`src/rtl/io_spi_engine_pkg.sv`:
```
// Shared types and constants for the host-programmable SPI master engine.
package io_spi_engine_pkg;

    localparam int unsigned BUS_W  = 16;
    localparam int unsigned CTRL_W = 11;

    typedef enum logic [2:0] {
        ST_IDLE,
        ST_SETUP,
        ST_SHIFT_LEAD,
        ST_SHIFT_TRAIL,
        ST_HOLD
    } spi_state_e;

    localparam logic [1:0] ADDR_CTRL   = 2'd0;
    localparam logic [1:0] ADDR_DATA   = 2'd1;
    localparam logic [1:0] ADDR_DIV    = 2'd2;
    localparam logic [1:0] ADDR_STATUS = 2'd3;

    // CTRL field layout, LSB last: [3:0] nbits-1, [4] cpol, [5] cpha, [6] lsb_first, [9:7] ch, [10] irq_en
    typedef struct packed {
        logic       irq_en;
        logic [2:0] ch;
        logic       lsb_first;
        logic       cpha;
        logic       cpol;
        logic [3:0] nbits_m1;
    } spi_ctrl_t;

    // Word bit position carrying serial bit k of the transfer
    function automatic logic [3:0] bit_index(input logic [3:0] nbits_m1,
                                             input logic       lsb_first,
                                             input logic [3:0] k);
        return lsb_first ? k : 4'(nbits_m1 - k);
    endfunction

endpackage

```
`src/rtl/io_spi_clkgen.sv`:
```
// Half-period timer: o_tick_c pulses on the last clk of each (i_div+1)-clk phase.
module io_spi_clkgen #(
    parameter int unsigned DIV_W = 8
) (
    input  logic             clk,
    input  logic             rstb,
    input  logic             i_en,
    input  logic [DIV_W-1:0] i_div,
    output logic             o_tick_c
);

    logic [DIV_W-1:0] r_cnt;

    assign o_tick_c = i_en && (r_cnt == i_div);

    always_ff @(posedge clk) begin
        if (!rstb)                  r_cnt <= '0;
        else if (!i_en || o_tick_c) r_cnt <= '0;
        else                        r_cnt <= r_cnt + DIV_W'(1);
    end

endmodule

```
`src/rtl/io_spi_engine.sv`:
```
// SPI master with host register interface: CTRL/DATA/DIV/STATUS, per-channel chip select, done irq.
module io_spi_engine
    import io_spi_engine_pkg::*;
#(
    parameter int unsigned N_CS     = 3,
    parameter int unsigned MAX_BITS = 16,
    parameter int unsigned DIV_W    = 8
) (
    input  logic             clk,
    input  logic             rstb,
    input  logic             IOWb,
    input  logic             IORb,
    input  logic [1:0]       addr,
    input  logic [BUS_W-1:0] bus_in,
    output logic [BUS_W-1:0] bus_out,
    output logic             bus_oe,
    output logic             sck,
    output logic             sdo,
    input  logic             sdi,
    output logic [N_CS-1:0]  cs_n,
    output logic             irq
);

    localparam logic [3:0] NB_MAX   = 4'(MAX_BITS - 1);
    localparam spi_ctrl_t  CTRL_RST = '{irq_en: 1'b0, ch: 3'd0, lsb_first: 1'b0,
                                        cpha: 1'b0, cpol: 1'b0, nbits_m1: NB_MAX};

    spi_state_e       r_state, w_state_nxt;
    spi_ctrl_t        r_ctrl, w_ctrl_nxt, w_ctrl_wr;
    logic [DIV_W-1:0] r_div, w_div_nxt;
    logic [BUS_W-1:0] r_tx, w_tx_nxt, r_rx_sh, w_rx_sh_nxt, r_rx, w_rx_nxt;
    logic [4:0]       r_bitcnt, w_bitcnt_nxt;
    logic [N_CS-1:0]  r_cs_n, w_cs_n_nxt;
    logic             r_sck, w_sck_nxt, r_sdo, w_sdo_nxt;
    logic             r_done, w_done_nxt, r_ovr, w_ovr_nxt, r_irq;
    logic             r_iowb_q, r_iorb_q;

    logic       w_wr, w_rd_rise, w_busy, w_start, w_tick, w_all_bits, w_last;
    logic       w_lead_entry, w_trail_entry, w_hold_entry, w_end;
    logic [3:0] w_idx, w_idx_nxt;

    io_spi_clkgen #(.DIV_W(DIV_W)) u_clkgen (
        .clk      (clk),
        .rstb     (rstb),
        .i_en     (w_busy),
        .i_div    (r_div),
        .o_tick_c (w_tick)
    );

    assign w_wr       = !IOWb && r_iowb_q;
    assign w_rd_rise  = IORb && !r_iorb_q;
    assign w_busy     = (r_state != ST_IDLE);
    assign w_start    = w_wr && (addr == ADDR_DATA) && !w_busy;
    assign w_all_bits = (r_bitcnt == 5'(r_ctrl.nbits_m1) + 5'd1);
    assign w_last     = (r_bitcnt[3:0] == r_ctrl.nbits_m1);
    assign w_idx      = bit_index(r_ctrl.nbits_m1, r_ctrl.lsb_first, r_bitcnt[3:0]);
    assign w_idx_nxt  = bit_index(r_ctrl.nbits_m1, r_ctrl.lsb_first, r_bitcnt[3:0] + 4'd1);
    assign w_ctrl_wr  = spi_ctrl_t'(bus_in[CTRL_W-1:0]);

    assign w_lead_entry  = w_tick && ((r_state == ST_SETUP) ||
                                      ((r_state == ST_SHIFT_TRAIL) && !w_all_bits));
    assign w_trail_entry = w_tick && (r_state == ST_SHIFT_LEAD);
    assign w_hold_entry  = w_tick && (r_state == ST_SHIFT_TRAIL) && w_all_bits;
    assign w_end         = w_tick && (r_state == ST_HOLD);

    always_ff @(posedge clk) begin
        if (!rstb) r_state <= ST_IDLE;
        else       r_state <= w_state_nxt;
    end

    always_comb begin
        w_state_nxt = r_state;
        case (r_state)
            ST_IDLE:        if (w_start) w_state_nxt = ST_SETUP;
            ST_SETUP:       if (w_tick)  w_state_nxt = ST_SHIFT_LEAD;
            ST_SHIFT_LEAD:  if (w_tick)  w_state_nxt = ST_SHIFT_TRAIL;
            ST_SHIFT_TRAIL: if (w_tick)  w_state_nxt = w_all_bits ? ST_HOLD : ST_SHIFT_LEAD;
            ST_HOLD:        if (w_tick)  w_state_nxt = ST_IDLE;
            default:                     w_state_nxt = ST_IDLE;
        endcase
    end

    // Host register updates first so that a transfer-end done set overrides a same-clk clear
    always_comb begin
        w_ctrl_nxt   = r_ctrl;
        w_div_nxt    = r_div;
        w_tx_nxt     = r_tx;
        w_rx_sh_nxt  = r_rx_sh;
        w_rx_nxt     = r_rx;
        w_bitcnt_nxt = r_bitcnt;
        w_sck_nxt    = r_sck;
        w_sdo_nxt    = r_sdo;
        w_cs_n_nxt   = r_cs_n;
        w_done_nxt   = r_done;
        w_ovr_nxt    = r_ovr;

        if (w_wr) begin
            case (addr)
                ADDR_CTRL: if (!w_busy) begin
                    w_ctrl_nxt = w_ctrl_wr;
                    if (w_ctrl_wr.nbits_m1 > NB_MAX) w_ctrl_nxt.nbits_m1 = NB_MAX;
                end
                ADDR_DATA: if (w_busy) w_ovr_nxt = 1'b1;
                ADDR_DIV:  if (!w_busy) w_div_nxt = DIV_W'(bus_in);
                default: begin
                    if (bus_in[0]) w_done_nxt = 1'b0;
                    if (bus_in[1]) w_ovr_nxt  = 1'b0;
                end
            endcase
        end
        if (w_rd_rise && (addr == ADDR_DATA)) w_done_nxt = 1'b0;

        if (r_state == ST_IDLE) w_sck_nxt = r_ctrl.cpol;

        // Out-of-range channel shifts the one-hot off the top, leaving every cs_n high
        if (w_start) begin
            w_tx_nxt     = bus_in;
            w_rx_sh_nxt  = '0;
            w_bitcnt_nxt = '0;
            w_cs_n_nxt   = ~(N_CS'(1) << r_ctrl.ch);
            if (!r_ctrl.cpha)
                w_sdo_nxt = bus_in[bit_index(r_ctrl.nbits_m1, r_ctrl.lsb_first, 4'd0)];
        end

        if (w_lead_entry) begin
            w_sck_nxt = ~r_sck;
            if (r_ctrl.cpha) w_sdo_nxt = r_tx[w_idx];
            else             w_rx_sh_nxt[w_idx] = sdi;
        end

        if (w_trail_entry) begin
            w_sck_nxt    = ~r_sck;
            w_bitcnt_nxt = r_bitcnt + 5'd1;
            if (r_ctrl.cpha)  w_rx_sh_nxt[w_idx] = sdi;
            else if (!w_last) w_sdo_nxt = r_tx[w_idx_nxt];
        end

        if (w_hold_entry) w_sck_nxt = r_ctrl.cpol;

        if (w_end) begin
            w_cs_n_nxt = '1;
            w_done_nxt = 1'b1;
            w_rx_nxt   = r_rx_sh;
        end
    end

    always_ff @(posedge clk) begin
        if (!rstb) begin
            r_ctrl   <= CTRL_RST;
            r_div    <= '0;
            r_tx     <= '0;
            r_rx_sh  <= '0;
            r_rx     <= '0;
            r_bitcnt <= '0;
            r_sck    <= 1'b0;
            r_sdo    <= 1'b0;
            r_cs_n   <= '1;
            r_done   <= 1'b0;
            r_ovr    <= 1'b0;
            r_irq    <= 1'b0;
            r_iowb_q <= 1'b1;
            r_iorb_q <= 1'b1;
        end else begin
            r_ctrl   <= w_ctrl_nxt;
            r_div    <= w_div_nxt;
            r_tx     <= w_tx_nxt;
            r_rx_sh  <= w_rx_sh_nxt;
            r_rx     <= w_rx_nxt;
            r_bitcnt <= w_bitcnt_nxt;
            r_sck    <= w_sck_nxt;
            r_sdo    <= w_sdo_nxt;
            r_cs_n   <= w_cs_n_nxt;
            r_done   <= w_done_nxt;
            r_ovr    <= w_ovr_nxt;
            r_irq    <= w_done_nxt & w_ctrl_nxt.irq_en;
            r_iowb_q <= IOWb;
            r_iorb_q <= IORb;
        end
    end

    always_comb begin
        case (addr)
            ADDR_CTRL: bus_out = BUS_W'(r_ctrl);
            ADDR_DATA: bus_out = r_rx;
            ADDR_DIV:  bus_out = BUS_W'(r_div);
            default:   bus_out = {13'b0, r_ovr, r_done, w_busy};
        endcase
    end

    assign bus_oe = !IORb;
    assign sck    = r_sck;
    assign sdo    = r_sdo;
    assign cs_n   = r_cs_n;
    assign irq    = r_irq;

endmodule

```
`config.mk`:
```
export PLATFORM = sky130hd
export DESIGN_NAME = io_spi_engine
export DESIGN_NICKNAME = d
export VERILOG_FILES = /design/src/rtl/io_spi_engine_pkg.sv /design/src/rtl/io_spi_clkgen.sv /design/src/rtl/io_spi_engine.sv
export SDC_FILE = /design/constraint.sdc
export NUM_CORES = 1
export LEC_CHECK = 0
export CORE_MARGIN = 3
export CORE_UTILIZATION = 35
export CTS_BUF_LIST = sky130_fd_sc_hd__clkbuf_4 sky130_fd_sc_hd__clkbuf_8 sky130_fd_sc_hd__clkbuf_16
export DETAILED_ROUTE_END_ITERATION = 7
export PLACE_DENSITY = 0.56
export SLEW_MARGIN = 20
export SYNTH_ARGS = -nofsm -noshare
export SYNTH_HDL_FRONTEND = slang
export SYNTH_SLANG_ARGS = --single-unit
```
`constraint.sdc`:
```
create_clock -name clk -period 3.3 [get_ports clk]
set_clock_uncertainty 0.15 [all_clocks]
set_input_delay 0.66 -clock clk [delete_from_list [all_inputs] [get_ports clk]]
set_output_delay 0.66 -clock clk [all_outputs]
set_load 0.01 [all_outputs]
```
==> metrics, run 1 <==
hold path cells 2; Net Switching 0.000688 W; Post-route DRC 0; PortBufs 45; Post-Syn Area about 5000 um2; R2R depth 9; Reg clk slew, reported paths about 0.06 ns; Max Slew Vio Count 0; Worst slew margin between 20% and 30%; DR WL met2 7130 um; final setup TNS 0 ns; Synthesis Warnings 0; first-pass GRT wire length roughly 24000 um; proportion of layout cells with a drive suffix above 1 between 10% and 20%; H-tree levels 3; CP peak stage delay just over 0.5 ns; switching share of total power 26.3%; Syn Nets around 600; sequential power share between 40 and 50%; total of max-cap violations 0; slowest CP cell clkdlybuf4s50_1; Routed Antenna Nets 0; routed wl met3 ~400 um; area delta synth->final 20.4%; vias per cell between 5 and 6; Layout fillers roughly 1400; Post-CTS Setup Bufs 0; Pint ~0.0019 W; CP Launch Type input port; maximum vdd drop ~0.22 mV; initial antenna violation count 0; CP Class input port to output port; routability cong. 0.862; most frequent CP cell clkdlybuf4s50_1; Final min period 3.18 ns; clock network power share between 40% and 50%; critical path endpoint category output port; reg2reg start r_bitcnt[1]; critical-path cell list clkdlybuf4s50_1 > buf_12 > mux4_2 > clkdlybuf4s50_1; IO Pins between 40 and 50; reg2reg setup slack approximately 0.22 ns; unrepaired setup endpoints after global routing no; 1st-iter DRT viols 266; worst skew pair latency approximately 0.35 ns; Seq/Total Area, Yosys between 30 and 40%; core area roughly 14000 um2; post-synthesis cell type count 63; CTS tree built; TritonCTS Sinks 93; vias in the first global route around 4400; worst path required time 2.49 ns; CP endpoint bus_out[1]; Inserted Clock Buffers 9; post-cts resize count 0; cts hold-fix bufs 0; initial core utilization between 30% and 40%; height of the die 125 um; worst-case clock buffer depth 2; Logic pwr share between 10% and 20%; Crit. Startpoint addr[0]; Pleak between 2 and 2.5 nW; clk root buf clkbuf_16; worst-margin pin slew roughly 1.1 ns; reg2reg end sdo; number of flops mapped to enable cells by yosys 0; Final Hold Vio Count 0; placed insts around 790; Highest Signal Layer met4; Primary FF master, synth dfxtp_1; #FFs+latches synth 93; critical path arrival roughly 2.4 ns; largest net degree at the start of global routing 59; grt total ovfl 0; final setup fails 0; Fmax achieved roughly 310 MHz; DRT Pass-1 Iters 5; Post-Synthesis Cells about 580; n_diodes 0; routed via count ~4400; WL final about 14000 um; M1 WL 6520 um; post-layout net count approximately 660; average cell area after synthesis approximately 8.6 um2; Power Density 435 nW/um2; dpl hpwl between 10000 and 15000 um; wire per inst approximately 18 um; Final period util 96.4%; number of rows in the core area 43; Hold Crit Class register to register; die area 15700 um2; Total Routing Usage GR 18.9%; status completed; chip width ~130 um; CP max FO 17; Finished Layout Cells 809; post-synthesis async set-or-reset flop share 0%
==> critical path, delay by kind of cell <==
family	cells	cell delay [ns]
buffers and inverters	3	1.19
multiplexers	1	0.51
==> through the flow <==
stage | power [W] | setup slack (ns) | hold WS [ns] | utilization [%] | cell area (um2)
detailed placement | 0.00156 | 0.120 | 0.295 | 41.0 | 5710
CTS | 0.00264 | 0.112 | 0.304 | 43.2 | 6010
floorplan | 0.00142 | 0.377 | 0.282 | - | 5000
finish | 0.00262 | 0.118 | 0.300 | 43.2 | 6010
global placement | 0.00156 | 0.113 | 0.289 | 41.0 | 5710
global route | 0.00272 | 0.0620 | 0.324 | 43.2 | 6010
==> Yosys cell counts, drive strengths merged (8+ instances only) <==
cell	count	share of area (%)
clkbuf	18	1.4
nor2b	8	1.0
mux2i	32	6.4
o211ai	18	2.9
xor2	15	2.8
o31ai	17	2.6
nand2	100	7.6
a21oi	59	6.2
inv	17	1.3
nor2	39	3.0
buf	23	2.4
o21ai	21	2.2
ha	9	2.3
and2	8	1.0
nand3	29	2.9
mux4	10	4.5
dfxtp	93	37
xnor2	10	2.1
==> how the worst min path moves through the flow <==
stage,startpoint,endpoint,slack [ns]
after floorplan,r_rx[11],r_rx[11],0.28
after global placement,r_rx_sh[9],r_rx[9],0.29
after detailed placement,r_rx[13],r_rx[13],0.29
after CTS,r_rx[13],r_rx[13],0.30
after global routing,r_rx_sh[5],r_rx[5],0.32
final,r_rx[13],r_rx[13],0.30
==> layout by cell type (no fill, tap or decap), drive strengths merged, types with 2 or more instances in the layout <==
cell	instances
mux2	2
nor2	39
nor4	2
and3	6
or3	2
a21oi	59
inv	17
clkinvlp	2
o31ai	17
nand2b	4
nand2	100
nor2b	8
fa	2
clkdlybuf4s50	45
o211ai	18
buf	28
a2111oi	4
nand3b	3
mux4	10
o2111ai	3
dfxtp	93
o21ai	21
clkbuf	13
mux2i	32
a211oi	4
and2	8
xnor2	10
ha	9
nand3	29
xor2	15
nand4	3
a31oi	3
nor3b	2
==> power by group through the flow <==
stage               registers, W  clock network [W]  logic [W]
floorplan                0.00118                  0   0.000236
global route             0.00117            0.00115   0.000404
detailed placement       0.00119                  0   0.000369
finish                   0.00117            0.00108   0.000369
CTS                      0.00117            0.00110   0.000371
global placement         0.00119                  0   0.000365
==> registers in the layout, indices dropped and copies added, names as in the netlist <==
register	count
r_bitcnt	5
r_state	3
r_ctrl	11
r_iowb_q	1
r_ovr	1
r_done	1
r_rx_sh	16
r_iorb_q	1
r_tx	16
cs_n	3
u_clkgen.r_cnt	8
irq	1
sdo	1
r_rx	16
sck	1
r_div	8
==> logic make-up after synthesis <==
| kind of cell | Yosys count | share of synthesized area, % |
|---|---|---|
| and+or+nand+nor | 210 | 19.3 |
| AOI/OAI and AO/OA | 140 | 19.2 |
| DFF | 93 | 37.3 |
| buffers and inverters | 58 | 5.03 |
| muxes | 44 | 11.4 |
| xor gates and xnor gates | 25 | 4.83 |
| adders and majority gates | 11 | 3.05 |
==> layout make-up <==
cell class,count,area [um2],share of cell area (%)
Clock inverter,3,45.0,0.749
Inverter,17,63.8,1.06
Multi-Input combinational cell,430,2880,48.0
Timing Repair Buffer,73,673,11.2
Sequential cell,93,1860,31.0
Tap cell,180,225,3.74
Clock buffer,13,262,4.35
==> metal layers <==
layer  GRT usage [%]  vias to the layer above
met4            7.65                        0
met3            2.82                       18
met5               0                        -
met1            24.3                     2122
met2            31.8                       76
li1                -                     2141
No activity file was read; power rests on OpenSTA's default activity.
==> run 2, diff against run 1 <==
CORE_UTILIZATION = 40   (was 35)
CTS_BUF_LIST = sky130_fd_sc_hd__clkbuf_8   (was sky130_fd_sc_hd__clkbuf_4 sky130_fd_sc_hd__clkbuf_8 sky130_fd_sc_hd__clkbuf_16)
PLACE_DENSITY = 0.62   (was 0.56)
==> run 2 against run 1 <==
Total power down 8.7%. Sequential share of layout area is 0.54 points higher. Via count is 0.39% lower. Combinational power fell by 3%. Count of clock-buffer cells in the layout decreased by 4. Die area down 12%. Sequential cell count did not move. Final cell count is 1.6% lower. Maximum frequency grew 2.6%. Critical endpoint is now bus_out[0].
==> metrics, run 2 (synthesis gave the netlist of run 1 again) <==
vias per cell 5.45 (+1.2%); IO Pins 46 (unchanged); commonest cells after routing, fill and taps aside nand2_1, dfxtp_1, a21oi_1, clkdlybuf4s50_1, nor2_1; sequential power share 48.9% (+4.3 points); critical path endpoint category output port; R2R depth 11 (+2); height of the die 118 um (-6.1%); critical path arrival 2.29 ns (-0.08 ns); CP peak stage delay 0.52 ns (about the same); reg2reg setup slack 0.28 ns (+0.06 ns); maximum vdd drop 0.258 mV (+17%); reg2reg end sdo; cell family with most CP delay simple AND/OR/NAND/NOR gates; critical-path cell list or3_1 > mux4_2 > clkdlybuf4s50_1; 1st-iter DRT viols 268 (+0.75%); vias in the first global route 4314 (-2.4%); CTS tree built; Power Density 405 nW/um2 (-7.1%); DRT Pass-1 Iters 5 (unchanged); worst-case clock buffer depth 2 (unchanged); Net Switching 0.000667 W (-3.0%); Final period util 94.0% (-2.4 points); DR WL met2 6700 um (-6.1%); clock network power share 36.2% (-5.1 points); Top Registers r_rx x16, r_rx_sh x16, r_tx x16; PortBufs 45 (unchanged); Final Hold Vio Count 0 (unchanged); number of rows in the core area 40 (-7.0%); largest net degree at the start of global routing 59 (unchanged); slowest CP cell or3_1; Routed Antenna Nets 0 (unchanged); Fmax achieved 322 MHz (+2.6%); routed via count 4340 (-0.39%); unrepaired setup endpoints after global routing no; Max Slew Vio Count 0 (unchanged); Worst slew margin 34.1% (+4.4 points); final setup fails 0 (unchanged); dpl hpwl 10100 um (-3.8%); Levels on crit path 3 (-1); chip width 118 um (-6.1%); routability cong. 0.872 (+1.2%); post-layout net count 657 (-0.15%); area delta synth->final 18.3%; Crit. Startpoint r_state[0]; initial core utilization 41.3% (+5.4 points); Post-route DRC 0 (unchanged); Hold Crit Class register to register; CP max FO 10 (-7); proportion of layout cells with a drive suffix above 1 11.9% (+0.019 points); die area 13900 um2 (-12%); Inserted Clock Buffers 9 (unchanged); Buf/Inv on CP 1 (-2); Tot Pwr 0.00239 W (-8.7%); initial antenna violation count 0 (unchanged); H-tree levels 3 (unchanged); first-pass GRT wire length 22700 um (-4.0%); worst skew pair latency 0.37 ns (+0.02 ns); worst-margin pin slew 0.985 ns (-0.0659 ns); Highest Signal Layer met4; reg2reg start r_bitcnt[0]; most common cell after layout, fill and taps aside nand2_1; Pint 0.00172 W (-11%); Total Routing Usage GR 20.3% (+1.4 points); CP Class register to output port; Reg clk slew, reported paths 0.09 ns (+0.03 ns); final setup TNS 0 ns (unchanged); CP Launch Type register; TritonCTS Sinks 93 (unchanged); Logic pwr share 14.9% (+0.8 points); clk root buf clkbuf_8; n_diodes 0 (unchanged); grt total ovfl 0 (unchanged); Final min period 3.10 ns (-0.0798 ns); Pleak 2.22 nW (-1.3%); worst path required time 2.49 ns (about the same); M1 WL 6090 um (-6.6%); total of max-cap violations 0 (unchanged); status completed; CP endpoint bus_out[0]; wire per inst 17.0 um (-4.3%); core area 12100 um2 (-13%); routed wl met3 547 um (+34%); WL final 13500 um (-5.8%); switching share of total power 27.9% (+1.6 points)
run 2: cell types whose count changed in the layout (fill, tap and decap cells not counted), moves of 2 or more:
| cell | previous run | this run |
|---|---|---|
| clkinv_2 | 0 | 2 |
| clkbuf_16 | 9 | 0 |
| clkbuf_4 | 3 | 0 |
| inv_6 | 0 | 2 |
| clkbuf_8 | 1 | 9 |
| clkinvlp_4 | 2 | 0 |
run 2: how the worst min path moves through the flow:
stage / from / to / slack (ns) / cells after the start
after floorplan: r_rx[11] / r_rx[11] / 0.28 / 2
after global placement: r_rx[11] / r_rx[11] / 0.30 / 2
after detailed placement: r_rx[14] / r_rx[14] / 0.30 / 2
after CTS: r_rx[14] / r_rx[14] / 0.31 / 2
after global routing: r_rx[14] / r_rx[14] / 0.33 / 2
final: r_rx[14] / r_rx[14] / 0.30 / 2
run 2: area by class of cell:
cell class / instances / area (um2)
clock inverter: 7 / 96.3
clock buffer: 9 / 124
tap: 168 / 210
fill: 1213 / 6200
multi-input combinational: 430 / 2890
sequential: 93 / 1860
timing repair buffer: 72 / 668
inverter: 17 / 63.8
run 2: per-layer routing:
layer	vias to the layer above	track usage, %
li1	2136	-
met1	2091	26.7
met2	99	33.5
met3	14	3.22
met4	0	7.77
met5	-	0
run 2: what timing repair did:
action / 4_1_cts / 5_1_grt
endpoints found under the hold margin: 0 / 0
gates resized for setup: 0 / 2
hold buffers: 0 / 0
buffers inserted: 0 / 0
endpoints found under the setup margin: 0 / 8
run 2: tightest hold or removal path: stages (launching register included):
cell and delay [ns]:
dfxtp_1 0.31, nand2_1 0.05, a21oi_1 0.05
run 2: power groups by stage:
stage | registers, W | logic (W) | clock network [W]
final | 0.00117 | 0.000357 | 0.000866
after global placement | 0.00119 | 0.000349 | 0
after global routing | 0.00117 | 0.000392 | 0.000934
after detailed placement | 0.00119 | 0.000356 | 0
after floorplan | 0.00118 | 0.000236 | 0
after CTS | 0.00117 | 0.000357 | 0.000880
run 2: per-stage QoR:
step	hold slack [ns]	setup slack (ns)	cells	utilization, %	area, um2
6_report	0.305	0.198	796	48.8	5910
5_1_grt	0.331	0.0438	796	48.8	5910
4_1_cts	0.310	0.0227	796	48.8	5910
3_5_place_dp	0.297	0.0356	780	46.9	5690
3_3_place_gp	0.296	0.0783	780	46.9	5690
2_1_floorplan	0.282	0.377	581	-	5000
==> run 3, diff against run 2 <==
PLACE_DENSITY = 0.56   (was 0.62)
==> run 3 against run 2 <==
Die area stayed put. Sequential share of layout area is 0.067 points higher. Routed wire length is 4.7% higher. Highest routed layer unchanged. Clock power is 3.7% lower. First-iteration DRC count is 48% higher. Critical path type unchanged. Sequential power hardly changed. Total power is 1.2% lower. Combinational power hardly changed. Largest power group unchanged. Final cell count is 0.13% lower. Largest cell class unchanged. Final area is 0.21% lower. Count of clock-buffer cells in the layout stayed put. Via count is 0.28% lower.
==> metrics, run 3 (synthesis gave the netlist of run 1 again) <==
status completed; total of max-cap violations 0 (unchanged); Final min period 3.12 ns (+0.0155 ns); reg2reg end sdo; Buf/Inv on CP 1 (unchanged); IO Pins 46 (unchanged); number of rows in the core area 40 (unchanged); Final period util 94.5% (+0.47 points); R2R depth 12 (+1); routability cong. 0.851 (-2.5%); chip width 118 um (unchanged); CP max FO 10 (unchanged); initial core utilization 41.3% (unchanged); CP Launch Type register; die area 13900 um2 (unchanged); 1st-iter DRT viols 396 (+48%); most common cell after layout, fill and taps aside nand2_1; Final Util 48.7% (-0.10 points); Pleak 2.20 nW (-0.82%); wire per inst 17.8 um (+4.8%); vias in the first global route 4307 (-0.16%); Net Switching 0.000700 W (+4.9%); grt total ovfl 0 (unchanged); Fmax achieved 321 MHz (-0.50%); Storage cell area 1860 um2 (unchanged); Top Registers r_rx x16, r_rx_sh x16, r_tx x16; height of the die 118 um (unchanged); routed via count 4328 (-0.28%); Post-CTS Setup Bufs 0 (unchanged); Tot Pwr 0.00236 W (-1.2%); Final Hold Vio Count 0 (unchanged); slowest CP cell or3_1; critical path arrival 2.31 ns (+0.02 ns); Logic pwr share 15.2% (+0.3 points); Power Density 400 nW/um2 (-1.0%); clock network power share 35.3% (-0.9 points); n_diodes 0 (unchanged); cts hold-fix bufs 0 (unchanged); CP Class register to output port; Worst Hold Path EP r_rx[14]; placed insts 779 (-0.13%); post-cts resize count 0 (unchanged); DRT Pass-1 Iters 6 (+1); hold path cells 2 (unchanged); worst skew pair latency 0.37 ns (about the same); core area 12100 um2 (unchanged); Inserted Clock Buffers 9 (unchanged); final setup TNS 0 ns (unchanged); Pint 0.00166 W (-3.6%); Finished Layout Cells 795 (-0.13%); worst path required time 2.49 ns (about the same); Hold Crit Class register to register; Post-route DRC 0 (unchanged); Max Slew Vio Count 0 (unchanged); Worst slew margin 30.2% (-3.9 points); reg2reg setup slack 0.28 ns (about the same); sequential power share 49.5% (+0.6 points); worst-case clock buffer depth 2 (unchanged); Reg clk slew, reported paths 0.10 ns (about the same); post-layout net count 656 (-0.15%); critical-path cell list or3_1 > mux4_2 > clkdlybuf4s50_1; Placement Setup Slack 0.0302 ns (-0.00542 ns); maximum vdd drop 0.302 mV (+17%); worst-margin pin slew 1.04 ns (+0.0575 ns); H-tree levels 3 (unchanged); switching share of total power 29.7% (+1.7 points); clk root buf clkbuf_8; first-pass GRT wire length 23200 um (+1.8%); initial antenna violation count 0 (unchanged); worst hold start r_rx[14]; proportion of layout cells with a drive suffix above 1 11.8% (-0.14 points); commonest cells after routing, fill and taps aside nand2_1, dfxtp_1, a21oi_1, clkdlybuf4s50_1, nor2_1; dpl hpwl 10300 um (+2.7%); post-route setup slack 0.183 ns (-0.0155 ns); Routed Antenna Nets 0 (unchanged); CTS tree built; cell family with most CP delay simple AND/OR/NAND/NOR gates; TritonCTS Sinks 93 (unchanged); largest net degree at the start of global routing 59 (unchanged); PortBufs 45 (unchanged); multi-input combinational cell area 2890 um2 (unchanged); unrepaired setup endpoints after global routing no; critical path endpoint category output port; CP peak stage delay 0.52 ns (about the same); area delta synth->final 18.0%; reg2reg start r_ctrl[0]; Total Routing Usage GR 20.6% (+0.33 points); WL final 14200 um (+4.7%); final setup fails 0 (unchanged); Layout fillers 1156 (-4.7%); vias per cell 5.44 (-0.15%)
## run 3: final cells by class
class,instances,share of cell area [%]
multi-input cells,430,48.9
flip-flops and latches,93,31.6
repair buffers,71,11.2
well taps,168,3.56
clock buffers,9,2.10
clock inverters,7,1.55
inverters,17,1.08
## run 3: worst max-delay path by stage
| stage | startpoint | to | slack, ns | depth (start not counted) |
|---|---|---|---|---|
| 2_1_floorplan | r_ctrl[0] | sdo | 0.38 | 12 |
| 3_3_place_gp | addr[0] | bus_out[12] | 0.06 | 5 |
| 3_5_place_dp | addr[0] | bus_out[15] | 0.03 | 5 |
| 4_1_cts | addr[0] | bus_out[15] | 0.01 | 5 |
| 5_1_grt | r_bitcnt[0] | r_rx_sh[10] | 0.05 | 10 |
| 6_report | r_state[0] | bus_out[0] | 0.18 | 3 |
## run 3: worst reg2reg max path, cell delays in order (launching register included)
cell and delay [ns]:
dfxtp_1 0.35, inv_1 0.09, ha_1 0.22, inv_1 0.06, fa_1 0.40, mux2i_1 0.14
buf_4 0.24, nor2b_1 0.07, a211oi_1 0.20, a21oi_1 0.08, mux2_1 0.38, a2111oi_4 0.37
o32ai_1 0.13
## run 3: through the flow
step | instance area [um2] | hold slack (ns)
after CTS | 5890 | 0.311
after global routing | 5900 | 0.332
after floorplan | 5000 | 0.282
final | 5900 | 0.307
after detailed placement | 5680 | 0.296
after global placement | 5680 | 0.289
## run 3: per-layer routing
layer,part of all wire (%),GRT usage (%),vias up
met5,0,0,-
met1,47,27.8,2083
met2,48,34.6,95
li1,-,-,2133
met3,3.5,3.36,17
met4,1.2,4.98,0
## run 3: power groups by stage
stage	registers (W)	logic (W)	clock network (W)
after floorplan	0.00118	0.000236	0
after global placement	0.00119	0.000353	0
after detailed placement	0.00119	0.000357	0
after CTS	0.00117	0.000359	0.000848
after global routing	0.00117	0.000392	0.000896
final	0.00117	0.000359	0.000834
